===== src/rtl/fitness_feeder_pkg.sv =====
// Shared GA parameters and feeder state encoding.
// Imported by fitness_feeder and rd_stream_ctr.
package fitness_feeder_pkg;

   localparam int GA_NUM_PARTICLE_TYPE = 3;
   localparam int GA_DATA_WIDTH        = 4;
   localparam int GA_PARTICLE_LENGTH   = 2;
   localparam int GA_LATTICE_LENGTH    = 11;
   localparam int GA_INDIVIDUAL_LENGTH =
      GA_LATTICE_LENGTH * GA_PARTICLE_LENGTH;
   localparam int GA_POP_SIZE          = 50;
   localparam int GA_IDX_WIDTH         = 8;
   localparam int GA_CFG_ADDR_WIDTH    = 4;

   typedef enum logic [2:0] {
      ST_IDLE,
      ST_CFG,
      ST_POP,
      ST_DRAIN,
      ST_WAIT_EVAL,
      ST_DONE
   } feeder_state_e;

endpackage


===== src/rtl/rd_stream_ctr.sv =====
// Read-address counter 0..CNT-1 with a 1-cycle-delayed valid/index pipe.
// Ports: clk_i, rst_n, start_i -> rd_en_o, addr_o, last_o, vld_o, idx_o.
module rd_stream_ctr
   import fitness_feeder_pkg::*;
#(
   parameter int CNT = 1,
   parameter int AW  = 4
) (
   input  logic          clk_i,
   input  logic          rst_n,
   input  logic          start_i,
   output logic          rd_en_o,
   output logic [AW-1:0] addr_o,
   output logic          last_o,
   output logic          vld_o,
   output logic [AW-1:0] idx_o
);

   localparam logic [AW-1:0] LAST = AW'(CNT - 1);

   logic          rd_en_q, rd_en_d;
   logic [AW-1:0] addr_q, addr_d;
   logic          vld_q;
   logic [AW-1:0] idx_q;

   assign last_o = rd_en_q && (addr_q == LAST);

   // Address parks at 0 after the final read so it never wraps.
   always_comb begin
      rd_en_d = rd_en_q;
      addr_d  = addr_q;
      if (start_i) begin
         rd_en_d = 1'b1;
         addr_d  = '0;
      end else if (last_o) begin
         rd_en_d = 1'b0;
         addr_d  = '0;
      end else if (rd_en_q) begin
         addr_d = addr_q + AW'(1);
      end
   end

   always_ff @(posedge clk_i or negedge rst_n) begin
      if (!rst_n) begin
         rd_en_q <= 1'b0;
         addr_q  <= '0;
         vld_q   <= 1'b0;
         idx_q   <= '0;
      end else begin
         rd_en_q <= rd_en_d;
         addr_q  <= addr_d;
         vld_q   <= rd_en_q;
         idx_q   <= addr_q;
      end
   end

   assign rd_en_o = rd_en_q;
   assign addr_o  = addr_q;
   assign vld_o   = vld_q;
   assign idx_o   = idx_q;

endmodule


===== src/rtl/fitness_feeder.sv =====
// Streams energy tables and the population into fitness_eval.
// Ports: start/load in, cfg ROM + pop mem reads, eval beats out, busy/done.
module fitness_feeder
   import fitness_feeder_pkg::*;
#(
   parameter int NUM_PARTICLE_TYPE = GA_NUM_PARTICLE_TYPE,
   parameter int DATA_WIDTH        = GA_DATA_WIDTH,
   parameter int PARTICLE_LENGTH   = GA_PARTICLE_LENGTH,
   parameter int LATTICE_LENGTH    = GA_LATTICE_LENGTH,
   parameter int INDIVIDUAL_LENGTH = LATTICE_LENGTH * PARTICLE_LENGTH,
   parameter int POP_SIZE          = GA_POP_SIZE,
   parameter int IDX_WIDTH         = GA_IDX_WIDTH,
   parameter int CFG_ADDR_WIDTH    = GA_CFG_ADDR_WIDTH
) (
   input  logic                         clk_i,
   input  logic                         rst_n,
   input  logic                         start_i,
   input  logic                         load_energy_i,
   output logic                         cfg_rd_en_o,
   output logic [CFG_ADDR_WIDTH-1:0]    cfg_addr_o,
   input  logic [DATA_WIDTH-1:0]        cfg_self_data_i,
   input  logic [DATA_WIDTH-1:0]        cfg_inter_data_i,
   output logic                         pop_rd_en_o,
   output logic [IDX_WIDTH-1:0]         pop_addr_o,
   input  logic [INDIVIDUAL_LENGTH-1:0] pop_data_i,
   output logic [DATA_WIDTH-1:0]        self_energy_o,
   output logic [DATA_WIDTH-1:0]        interact_energy_o,
   output logic                         wrSelfEnergyValid_o,
   output logic                         wrInteractEnergyValid_o,
   output logic [INDIVIDUAL_LENGTH-1:0] individual_vec_o,
   output logic                         in_valid_o,
   output logic [IDX_WIDTH-1:0]         ind_idx_o,
   input  logic                         eval_done_i,
   output logic                         busy_o,
   output logic                         done_o
);

   localparam int CFG_CNT = NUM_PARTICLE_TYPE * NUM_PARTICLE_TYPE;
   localparam logic [CFG_ADDR_WIDTH-1:0] SELF_CNT =
      CFG_ADDR_WIDTH'(NUM_PARTICLE_TYPE);

   feeder_state_e state_q, state_d;
   logic busy_q, busy_d;
   logic done_q, done_d;
   logic flag_q, flag_d;
   logic cfg_start, pop_start;

   logic                      cfg_last, cfg_vld;
   logic [CFG_ADDR_WIDTH-1:0] cfg_idx;
   logic                      pop_last, pop_vld;
   logic [IDX_WIDTH-1:0]      pop_idx;
   logic                      self_vld;

   rd_stream_ctr #(
      .CNT (CFG_CNT),
      .AW  (CFG_ADDR_WIDTH)
   ) u_cfg_ctr (
      .clk_i   (clk_i),
      .rst_n   (rst_n),
      .start_i (cfg_start),
      .rd_en_o (cfg_rd_en_o),
      .addr_o  (cfg_addr_o),
      .last_o  (cfg_last),
      .vld_o   (cfg_vld),
      .idx_o   (cfg_idx)
   );

   rd_stream_ctr #(
      .CNT (POP_SIZE),
      .AW  (IDX_WIDTH)
   ) u_pop_ctr (
      .clk_i   (clk_i),
      .rst_n   (rst_n),
      .start_i (pop_start),
      .rd_en_o (pop_rd_en_o),
      .addr_o  (pop_addr_o),
      .last_o  (pop_last),
      .vld_o   (pop_vld),
      .idx_o   (pop_idx)
   );

   // Population reads begin on the same edge the last config read
   // retires, so the two streams join with no bubble.
   always_comb begin
      state_d   = state_q;
      busy_d    = busy_q;
      done_d    = 1'b0;
      flag_d    = flag_q;
      cfg_start = 1'b0;
      pop_start = 1'b0;
      if (eval_done_i && (state_q != ST_IDLE)) begin
         flag_d = 1'b1;
      end
      unique case (state_q)
         ST_IDLE: begin
            if (start_i) begin
               busy_d = 1'b1;
               flag_d = 1'b0;
               if (load_energy_i) begin
                  state_d   = ST_CFG;
                  cfg_start = 1'b1;
               end else begin
                  state_d   = ST_POP;
                  pop_start = 1'b1;
               end
            end
         end
         ST_CFG: begin
            if (cfg_last) begin
               state_d   = ST_POP;
               pop_start = 1'b1;
            end
         end
         ST_POP: begin
            if (pop_last) begin
               state_d = ST_DRAIN;
            end
         end
         ST_DRAIN: begin
            state_d = ST_WAIT_EVAL;
         end
         ST_WAIT_EVAL: begin
            if (flag_q || eval_done_i) begin
               state_d = ST_DONE;
               done_d  = 1'b1;
               busy_d  = 1'b0;
            end
         end
         ST_DONE: begin
            state_d = ST_IDLE;
         end
         default: begin
            state_d = ST_IDLE;
         end
      endcase
   end

   always_ff @(posedge clk_i or negedge rst_n) begin
      if (!rst_n) begin
         state_q <= ST_IDLE;
         busy_q  <= 1'b0;
         done_q  <= 1'b0;
         flag_q  <= 1'b0;
      end else begin
         state_q <= state_d;
         busy_q  <= busy_d;
         done_q  <= done_d;
         flag_q  <= flag_d;
      end
   end

   // Only the first N config words carry self energies.
   assign self_vld = cfg_vld && (cfg_idx < SELF_CNT);

   assign wrSelfEnergyValid_o     = self_vld;
   assign wrInteractEnergyValid_o = cfg_vld;
   assign in_valid_o              = pop_vld;
   assign ind_idx_o               = pop_idx;
   assign busy_o                  = busy_q;
   assign done_o                  = done_q;

   // Payloads pass straight through, masked to zero outside their beat.
   assign self_energy_o =
      cfg_self_data_i & {DATA_WIDTH{self_vld}};
   assign interact_energy_o =
      cfg_inter_data_i & {DATA_WIDTH{cfg_vld}};
   assign individual_vec_o =
      pop_data_i & {INDIVIDUAL_LENGTH{pop_vld}};

endmodule


===== config.mk =====
export PLATFORM = sky130hd
export DESIGN_NAME = fitness_feeder
export DESIGN_NICKNAME = d
export VERILOG_FILES = /design/src/rtl/fitness_feeder_pkg.sv /design/src/rtl/rd_stream_ctr.sv /design/src/rtl/fitness_feeder.sv
export SDC_FILE = /design/constraint.sdc
export NUM_CORES = 1
export LEC_CHECK = 0
export BUFFER_PORTS_ARGS = -buffer_cell sky130_fd_sc_hd__clkbuf_2
export CAP_MARGIN = 20
export CORE_ASPECT_RATIO = 1.4
export CORE_UTILIZATION = 49
export CTS_BUF_LIST = sky130_fd_sc_hd__clkbuf_4
export CTS_CLUSTER_SIZE = 14
export DETAILED_ROUTE_END_ITERATION = 8
export HOLD_SLACK_MARGIN = 0.03
export PLACE_DENSITY = 0.87
export RECOVER_POWER = 50
export SLEW_MARGIN = 20
export SYNTH_ARGS = -nofsm -noshare
export SYNTH_HDL_FRONTEND = slang
export SYNTH_SLANG_ARGS = --single-unit

===== constraint.sdc =====
create_clock -name clk_i -period 3.5 [get_ports clk_i]
set_input_delay 0.35 -clock clk_i [delete_from_list [all_inputs] [get_ports clk_i]]
set_output_delay 0.35 -clock clk_i [all_outputs]
set_load 0.02 [all_outputs]

Word level (Yosys, flattened, before mapping)
Index checks and enable logic that the tools add are counted.
{"block": "totals", "regBits": 34, "inputBits": 35, "out_inout_bits": 57}
{"block": "classes", "add_sub_neg": 2, "n_lt_le_gt_ge": 1, "eq_ne": 10, "muxes": 31, "n_bitwise": 3, "n_reduce_logical": 14}
{"op": "8-bit 2-to-1 mux", "n": 3}
{"op": "22-bit AND", "n": 1}
{"op": "1-bit 2-to-1 mux", "n": 17}
{"op": "3-bit case mux with 5 select lines", "n": 1}
{"op": "3-bit 2-to-1 mux", "n": 4}
{"op": "4-bit 2-to-1 mux", "n": 3}
{"op": "3-bit nonzero test", "n": 3}
{"op": "8-bit by 1-bit adder with 8-bit output (second input constant)", "n": 1}
{"op": "4-bit AND", "n": 2}
{"op": "8-bit by 6-bit == test with 1-bit output (second input constant)", "n": 1}
{"op": "2-bit != test (second input constant)", "n": 4}
{"op": "3-bit by 2-bit == test with 1-bit output (second input constant)", "n": 2}
{"op": "2-bit nonzero test", "n": 3}
{"op": "4-bit by 1-bit adder with 4-bit output (second input constant)", "n": 1}
{"op": "4-bit == test (second input constant)", "n": 1}
{"op": "1-bit logical AND", "n": 4}
{"op": "4-bit by 2-bit less-than comparator with 1-bit output (second input constant)", "n": 1}
{"op": "1-bit case mux with 2 select lines", "n": 2}
{"op": "4-bit AND reduction", "n": 1}
{"op": "3-bit by 1-bit == test with 1-bit output (second input constant)", "n": 1}
{"op": "3-bit == test (second input constant)", "n": 1}
{"op": "3-bit logical NOT", "n": 1}
{"op": "3-bit AND reduction", "n": 1}
{"op": "2-bit 2-to-1 mux", "n": 1}
{"op": "1-bit logical OR", "n": 1}

Logic depth before layout (Yosys ltp)
Gate-level depths: netlist of run 1.
{"block": "logic_depth", "word_depth": 5, "depth_mapped": 5, "ltp_nobuf": 5}

Cells and area by module
From an unflattened synthesis of run 1, not the netlist that was laid out.
{"block": "unflattened", "hier_cells": 159, "area_unflattened_um2": 1757.9}
{"module": "rd_stream_ctr (u_pop_ctr)", "instances": 1, "cells_each": 58, "area_per_inst_um2": 740.7, "seq_area_each_um2": 450.4}
{"module": "fitness_feeder", "instances": 1, "cells_each": 69, "area_per_inst_um2": 618.1, "seq_area_each_um2": 150.1}
{"module": "rd_stream_ctr (u_cfg_ctr)", "instances": 1, "cells_each": 32, "area_per_inst_um2": 399.1, "seq_area_each_um2": 250.2}

Least setup slack after synthesis of run 1
Ideal clock, no wire load.
{"block": "synth_timing", "path_kind": "register -> output", "from": "register u_cfg_ctr.vld_q (netlist: u_cfg_ctr.vld_o)", "to": "output port self_energy_o[0]", "arrival_time_ns": 1.604, "t_required_ns": 3.150, "path_slack_ns": 1.546, "path_stages_with_launch": 4, "path_buffers": 0, "cell_sequence": "dfrtp_1 -> inv_1 -> a2111oi_2 -> and2_1"}
{"block": "synth_between", "elab_chain_len": 2}
{"item": "start, declared", "line": "rd_stream_ctr.sv:23", "text": "logic vld_q;"}
{"item": "start signal, assigned", "line": "rd_stream_ctr.sv:52", "text": "vld_q <= rd_en_q;"}
{"item": "1-bit logical AND", "line": "fitness_feeder.sv:153", "text": "assign self_vld = cfg_vld && (cfg_idx < SELF_CNT);"}
{"item": "named net wrSelfEnergyValid_o", "line": "fitness_feeder.sv:28", "text": "output logic wrSelfEnergyValid_o,"}
{"item": "4-bit AND", "line": "fitness_feeder.sv:164", "text": "cfg_self_data_i & {DATA_WIDTH{self_vld}};"}
{"item": "end, declared", "line": "fitness_feeder.sv:26", "text": "output logic [DATA_WIDTH-1:0] self_energy_o,"}
The timed path passes the listed nets, and every way through them passes these cells.

Worst setup path after layout of run 1
{"block": "layout_timing", "from": "register u_cfg_ctr.vld_q (netlist: u_cfg_ctr.vld_o)", "to": "output port self_energy_o[2]"}
{"block": "layout_between", "elab_chain_len": 2}
{"item": "1-bit logical AND", "line": "fitness_feeder.sv:153"}
{"item": "4-bit AND", "line": "fitness_feeder.sv:164"}
No other way between the ends.

==> results of run 1 <==
[layout make-up]
class / count / share of cell area
Multi-Input combinational cell: 113 / 0.351
Tap cell: 39 / 0.0224
Inverter: 5 / 0.00862
Sequential cell: 34 / 0.391
Clock buffer: 5 / 0.0172
Timing Repair Buffer: 91 / 0.203
Clock inverter: 3 / 0.00747
[cell families (layout without fill, tap and decap cells)]
family,Yosys count,after routing,share of synthesized area
flip-flops,34,34,0.507
adder cells (fa/ha/maj),4,4,0.0298
multiplexers,1,1,0.00597
AND/OR/NAND/NOR,75,75,0.277
buffers and inverters,13,104,0.0373
XOR/XNOR,3,3,0.0157
AO/OA/AOI/OAI,30,30,0.128
[worst register-to-register path, delay by kind of cell (launching register included)]
kind,cells,cell delay (ns)
compound gates,2,0.37
simple gates,1,0.64
flops,1,0.49
[stage by stage]
stage,total power [mW],std cells
after floorplan,0.429,160
after global placement,0.469,282
after detailed placement,0.470,282
after CTS,0.672,290
after global routing,0.694,290
final,0.668,290
[layout by cell type (no fill, tap or decap), drive strengths merged, types with 2 or more instances in the layout]
master,Yosys,routed
a21oi,8,8
a311oi,3,3
a31oi,2,2
and2,31,31
and3,2,2
clkbuf,5,96
clkinv,0,2
dfrtp,34,34
ha,4,4
inv,5,5
nand2,7,7
nand2b,5,5
nand3,2,2
nand3b,2,2
nand4,3,3
nand4b,2,2
nor2,5,5
nor2b,3,3
nor3,3,3
o21ai,7,7
o31ai,2,2
or4,2,2
xor2,3,3
[worst paths after layout]
path | endpoint | slack, ns
max | self_energy_o[2] | 1.50
min | flag_q$_DFF_PN0_ | 0.31
max reg2reg | u_pop_ctr.addr_o[5]$_DFFE_PN0P_ | 1.86
min reg2reg | u_cfg_ctr.idx_o[2]$_DFF_PN0_ | 0.46
max in group asynchronous | state_q[1]$_DFFE_PN0P_ | 2.07
min in group asynchronous | u_pop_ctr.addr_o[2]$_DFFE_PN0P_ | 0.42
[cells in the mapped netlist (2+ instances only)]
library cell	instances
a21oi_1	8
a311oi_1	3
a31oi_1	2
and2_1	31
and3_1	2
clkbuf_1	4
dfrtp_1	34
ha_1	4
inv_1	5
nand2_1	7
nand2b_1	5
nand3_1	2
nand3b_1	2
nand4_1	3
nand4b_1	2
nor2_1	5
nor2b_1	3
nor3_1	3
o21ai_0	7
o31ai_1	2
or4_1	2
xor2_1	3
[power by group through the flow]
stage	sequential, mW	combinational [mW]	clock [mW]
final	0.393	0.0677	0.207
after global placement	0.400	0.0688	0
after global routing	0.393	0.0747	0.226
after detailed placement	0.400	0.0694	0
after CTS	0.393	0.0694	0.210
after floorplan	0.400	0.0285	0
[per-layer routing]
metal | global-route usage | vias to the layer above
met3 | 0.0764 | 5
met4 | 0.0871 | 0
met1 | 0.291 | 711
met2 | 0.400 | 101
li1 | - | 740
met5 | 0 | -
[state kept, by name (all words and copies together) (netlist names)]
| register | cells |
|---|---|
| u_pop_ctr.addr_o | 8 |
| u_cfg_ctr.vld_o | 1 |
| u_pop_ctr.idx_o | 8 |
| done_o | 1 |
| busy_o | 1 |
| u_pop_ctr.rd_en_o | 1 |
| u_cfg_ctr.rd_en_o | 1 |
| u_cfg_ctr.idx_o | 4 |
| flag_q | 1 |
| u_cfg_ctr.addr_o | 4 |
| state_q | 3 |
| u_pop_ctr.vld_o | 1 |
==> flow_metrics.tcl, run 1 <==
set metrics [dict create \
    outcome "complete, but fails checks" \
    violations "capacitance limit, slew limit" \
    crit_required_ns 3.15 \
    first_global_vias 1460 \
    ys_top_cells_by_area "dfrtp_1, and2_1, ha_1" \
    hold_start "eval_done_i" \
    syn_inst 160 \
    globalRoute.totalOverflow 0 \
    setup_violations 0 \
    layout_setup_ws_ns 1.50 \
    route.top_layer_used "met4" \
    synth-seq-area-share 0.507 \
    root_buffer "clkbuf_4" \
    die_y_um 71.2 \
    antenna_found_initial 0 \
    crit_path_start "u_cfg_ctr.vld_o$_DFF_PN0_" \
    finalWeightedCongestion 0.814 \
    clk_latency_ns 0.35 \
    dr.pass1.iters 4 \
    yosysTopAreaCell "dfrtp_1" \
    dp_slack_ns 1.85 \
    fmaxAchievable_mhz 499 \
    num_io_pins 92 \
    syn_area_um2 1680 \
    drt-met1-wl_mm 1.50 \
    first_iter_violations 47 \
    slew_headroom -0.132 \
    synth_edf_count 0 \
    cp.depth 4 \
    viasPerCell 5.37 \
    core_um2 3180 \
    grt_pass1_wl_mm 6.42 \
    num-fill-cells 279 \
    wl_met3_um 467 \
    drive_gt1_frac 0.367 \
    end_kind "primary output" \
    wl_mm 3.94 \
    utilization 0.684 \
    cpPeakStageDelay_ns 0.47 \
    synthFlopType "dfrtp_1" \
    p_clk_frac 0.311 \
    drv_slew 35 \
    critPathBufInv 2 \
    reg2reg_from "u_pop_ctr.addr_o[2]$_DFFE_PN0P_" \
    period_share 0.573 \
    cts_tree "yes" \
    grt_max_degree 35 \
    synth_top_area_frac 0.507 \
    synth_seq_cells 34 \
    internal_power_mw 0.496 \
    tns_ns 0 \
    post_cts.repair.setup_buffers 0 \
    area_growth_pct 29.8 \
    drc 0 \
    port_buffers 91 \
    syn_nets 199 \
    vias 1557 \
    cts_sinks 34 \
    p_sw_mw 0.172 \
    irDropWorstVdd_v 0.000305 \
    rr_worst_depth 3 \
    rsz0062_at_grt "no" \
    dpl.hpwl_mm 3.08 \
    whs_path_depth 3 \
    clock_path_buffers 2 \
    crit_slowest_cell "a2111oi_2" \
    stdcell_area_um2 2180 \
    hold_buffers 0 \
    design.die.area_um2 3670 \
    crit_chain "inv_1 > a2111oi_2 > and2_1 > clkbuf_2" \
    fin_skew_ns 0.0199 \
    tightest_slew_ns 1.70 \
    multiInputGateArea_um2 764 \
    drv_cap 1 \
    leakagePower_nw 1.07 \
    ys_types 43 \
    cts-buffers-inserted 5 \
    dr_wl_met2_mm 1.91 \
    ctsResizeCount 0 \
    async_flop_share 1.00 \
    yosysWarnings 0 \
    switching_share 0.257 \
    hold_slack_ns 0.311 \
    avgSynthCellArea_um2 10.5 \
    cpLargestDelayFamily "compound AO/OA/AOI/OAI gates" \
    seqPwrFrac 0.588 \
    core.rowCount 24 \
    final_nets 289 \
    wl_per_cell_um 13.6 \
    fp.dieW_um 51.5 \
    period_needed_ns 2.00 \
    hold_class "input pin to flip-flop" \
    cts.clk_slew.worst_paths_ns 0.10 \
    path_max_fanout 6 \
    power_density_nw_per_um2 306 \
    route.antenna.remaining_nets 0 \
    grt_usage 0.241 \
    seq_area_um2 851 \
    criticalPathCategory "flip-flop to primary output" \
    diodes 0 \
    dpl_cell_area_um2 2140 \
    start_util 0.527 \
    cp.arrival_ns 1.65 \
    htree_levels 2 \
    start_kind "flip-flop" \
    comb_power_share 0.101 \
    hold_viol 0 \
]
No activity file was read; power rests on OpenSTA's default activity.
==> inputs of run 2 (changes only) <==
CORE_UTILIZATION = 41   (was 49)
PLACE_DENSITY = 0.78   (was 0.87)
clock period = 1.7 ns   (was 3.5 ns; I/O delays follow)
==> flow_metrics.tcl, run 2 (synthesized netlist as in run 1, its figures left out) <==
set metrics [dict create \
    clock_path_buffers 2 \
    slew_headroom 0.450 \
    num_io_pins 92 \
    final_common_cell "clkbuf_2" \
    tightest_slew_ns 0.825 \
    first_global_vias 1361 \
    drv_slew 0 \
    utilization 0.587 \
    diodes 0 \
    route.antenna.remaining_nets 0 \
    drv_cap 0 \
    hold_viol 0 \
    wl_per_cell_um 13.5 \
    first_iter_violations 66 \
    path_max_fanout 5 \
    cp.arrival_ns 1.48 \
    critPathBufInv 1 \
    tns_ns 0 \
    cpLargestDelayFamily "flip-flops" \
    dp_slack_ns 0.149 \
    cts_tree "yes" \
    start_util 0.428 \
    port_buffers 91 \
    grt_pass1_wl_mm 6.36 \
    area_growth_pct 37.2 \
    end_kind "primary output" \
    dr.pass1.iters 4 \
    antenna_found_initial 0 \
    drive_gt1_frac 0.375 \
    final_nets 299 \
    rsz0062_at_grt "yes" \
    core_um2 3920 \
    irDropWorstVdd_v 0.000734 \
    viasPerCell 5.22 \
    globalRoute.totalOverflow 0 \
    clk_latency_ns 0.34 \
    htree_levels 2 \
    fin_skew_ns 0.0132 \
    design.die.area_um2 4360 \
    cts.clk_slew.worst_paths_ns 0.10 \
    crit_chain "a2111oi_4 > and2_1 > buf_6" \
    criticalPathCategory "flip-flop to primary output" \
    fp.dieW_um 56.1 \
    setup_violations 0 \
    fmaxAchievable_mhz 605 \
    layout_common_cells "clkbuf_2, dfrtp_1, and2_1, clkbuf_1, a21oi_1" \
    cpPeakStageDelay_ns 0.41 \
    root_buffer "clkbuf_4" \
    die_y_um 77.7 \
    stdcell_area_um2 2300 \
    layout_setup_ws_ns 0.0468 \
    vias 1588 \
    grt_usage 0.194 \
    num-fill-cells 352 \
    power_density_nw_per_um2 666 \
    finalPower_mw 1.53 \
    crit_slowest_cell "dfrtp_1" \
    seq_area_um2 851 \
    core.rowCount 27 \
    dpl.hpwl_mm 3.10 \
    grt_max_degree 35 \
    cts-buffers-inserted 5 \
    outcome "completed" \
    leakagePower_nw 1.13 \
    wl_mm 4.10 \
    drc 0 \
    cts_sinks 34 \
    hold_class "input pin to flip-flop" \
    dpl_cell_area_um2 2220 \
    start_kind "flip-flop" \
    crit_required_ns 1.53 \
    period_needed_ns 1.65 \
    finalWeightedCongestion 0.832 \
    period_share 0.972 \
    multiInputGateArea_um2 777 \
]
==> run 2: cell types whose count changed in the layout (fill, tap and decap cells not counted), sizes merged <==
cell	before	now
buf	0	7
clkinvlp	1	0
clkbuf	96	98
bufinv	0	1
dlygate4sd3	0	1
==> run 2: metrics by stage <==
step	hold slack, ns	instances
after floorplan	-0.126	160
after global placement	0.223	294
after detailed placement	0.225	294
after CTS	0.120	304
after global routing	0.141	304
final	0.134	304
==> run 2: final cells by class <==
cell class	count	area share
Multi-Input combinational cell	113	0.337
Clock inverter	3	0.0174
Sequential cell	34	0.370
Timing Repair Buffer	101	0.228
Tap cell	43	0.0234
Clock buffer	5	0.0163
Inverter	5	0.00815
==> run 2: power by group <==
part | switching [mW] | internal, mW | leakage [nW]
clock | 0.278 | 0.304 | 0.0450
sequential | 0.0000000000000000326 | 0.808 | 0.390
combinational | 0.0808 | 0.0621 | 0.696
==> run 2: worst reg2reg max path, stage by stage (launching register included) <==
cell,delay [ns]
dfrtp_1,0.48
or4b_4,0.58
o22ai_4,0.30
a311oi_1,0.09
==> run 2: what timing repair did <==
action                     4_1_cts  5_1_grt
pin swaps                        0        4
resized for setup                0       12
hold buffers                     1        0
hold endpoints to repair        34        0
setup buffers                    1        0
setup endpoints to repair        4        4
==> run 2: per-layer routing <==
metal / track usage / vias to the layer above / routed length (µm) / share of wire
li1: - / 760 / - / -
met4: 0.0805 / 0 / 72 / 0.018
met1: 0.232 / 739 / 1670 / 0.41
met3: 0.0583 / 7 / 325 / 0.079
met5: 0 / - / 0 / 0
met2: 0.323 / 82 / 2030 / 0.50
==> run 2: path summary, 6_finish.rpt <==
path / to / from / cells after the start / slack (ns)
worst min register to register: u_pop_ctr.idx_o[7]$_DFF_PN0_ / u_pop_ctr.addr_o[7]$_DFFE_PN0P_ / 0 / 0.46
max in group asynchronous: u_pop_ctr.idx_o[0]$_DFF_PN0_ / rst_n / 3 / 0.64
worst max-delay path: self_energy_o[1] / u_cfg_ctr.idx_o[0]$_DFF_PN0_ / 3 / 0.05
worst max register to register: u_pop_ctr.addr_o[4]$_DFFE_PN0P_ / state_q[1]$_DFFE_PN0P_ / 3 / 0.12
worst min-delay path: flag_q$_DFF_PN0_ / eval_done_i / 3 / 0.13
min in group asynchronous: u_cfg_ctr.idx_o[2]$_DFF_PN0_ / rst_n / 3 / 0.53
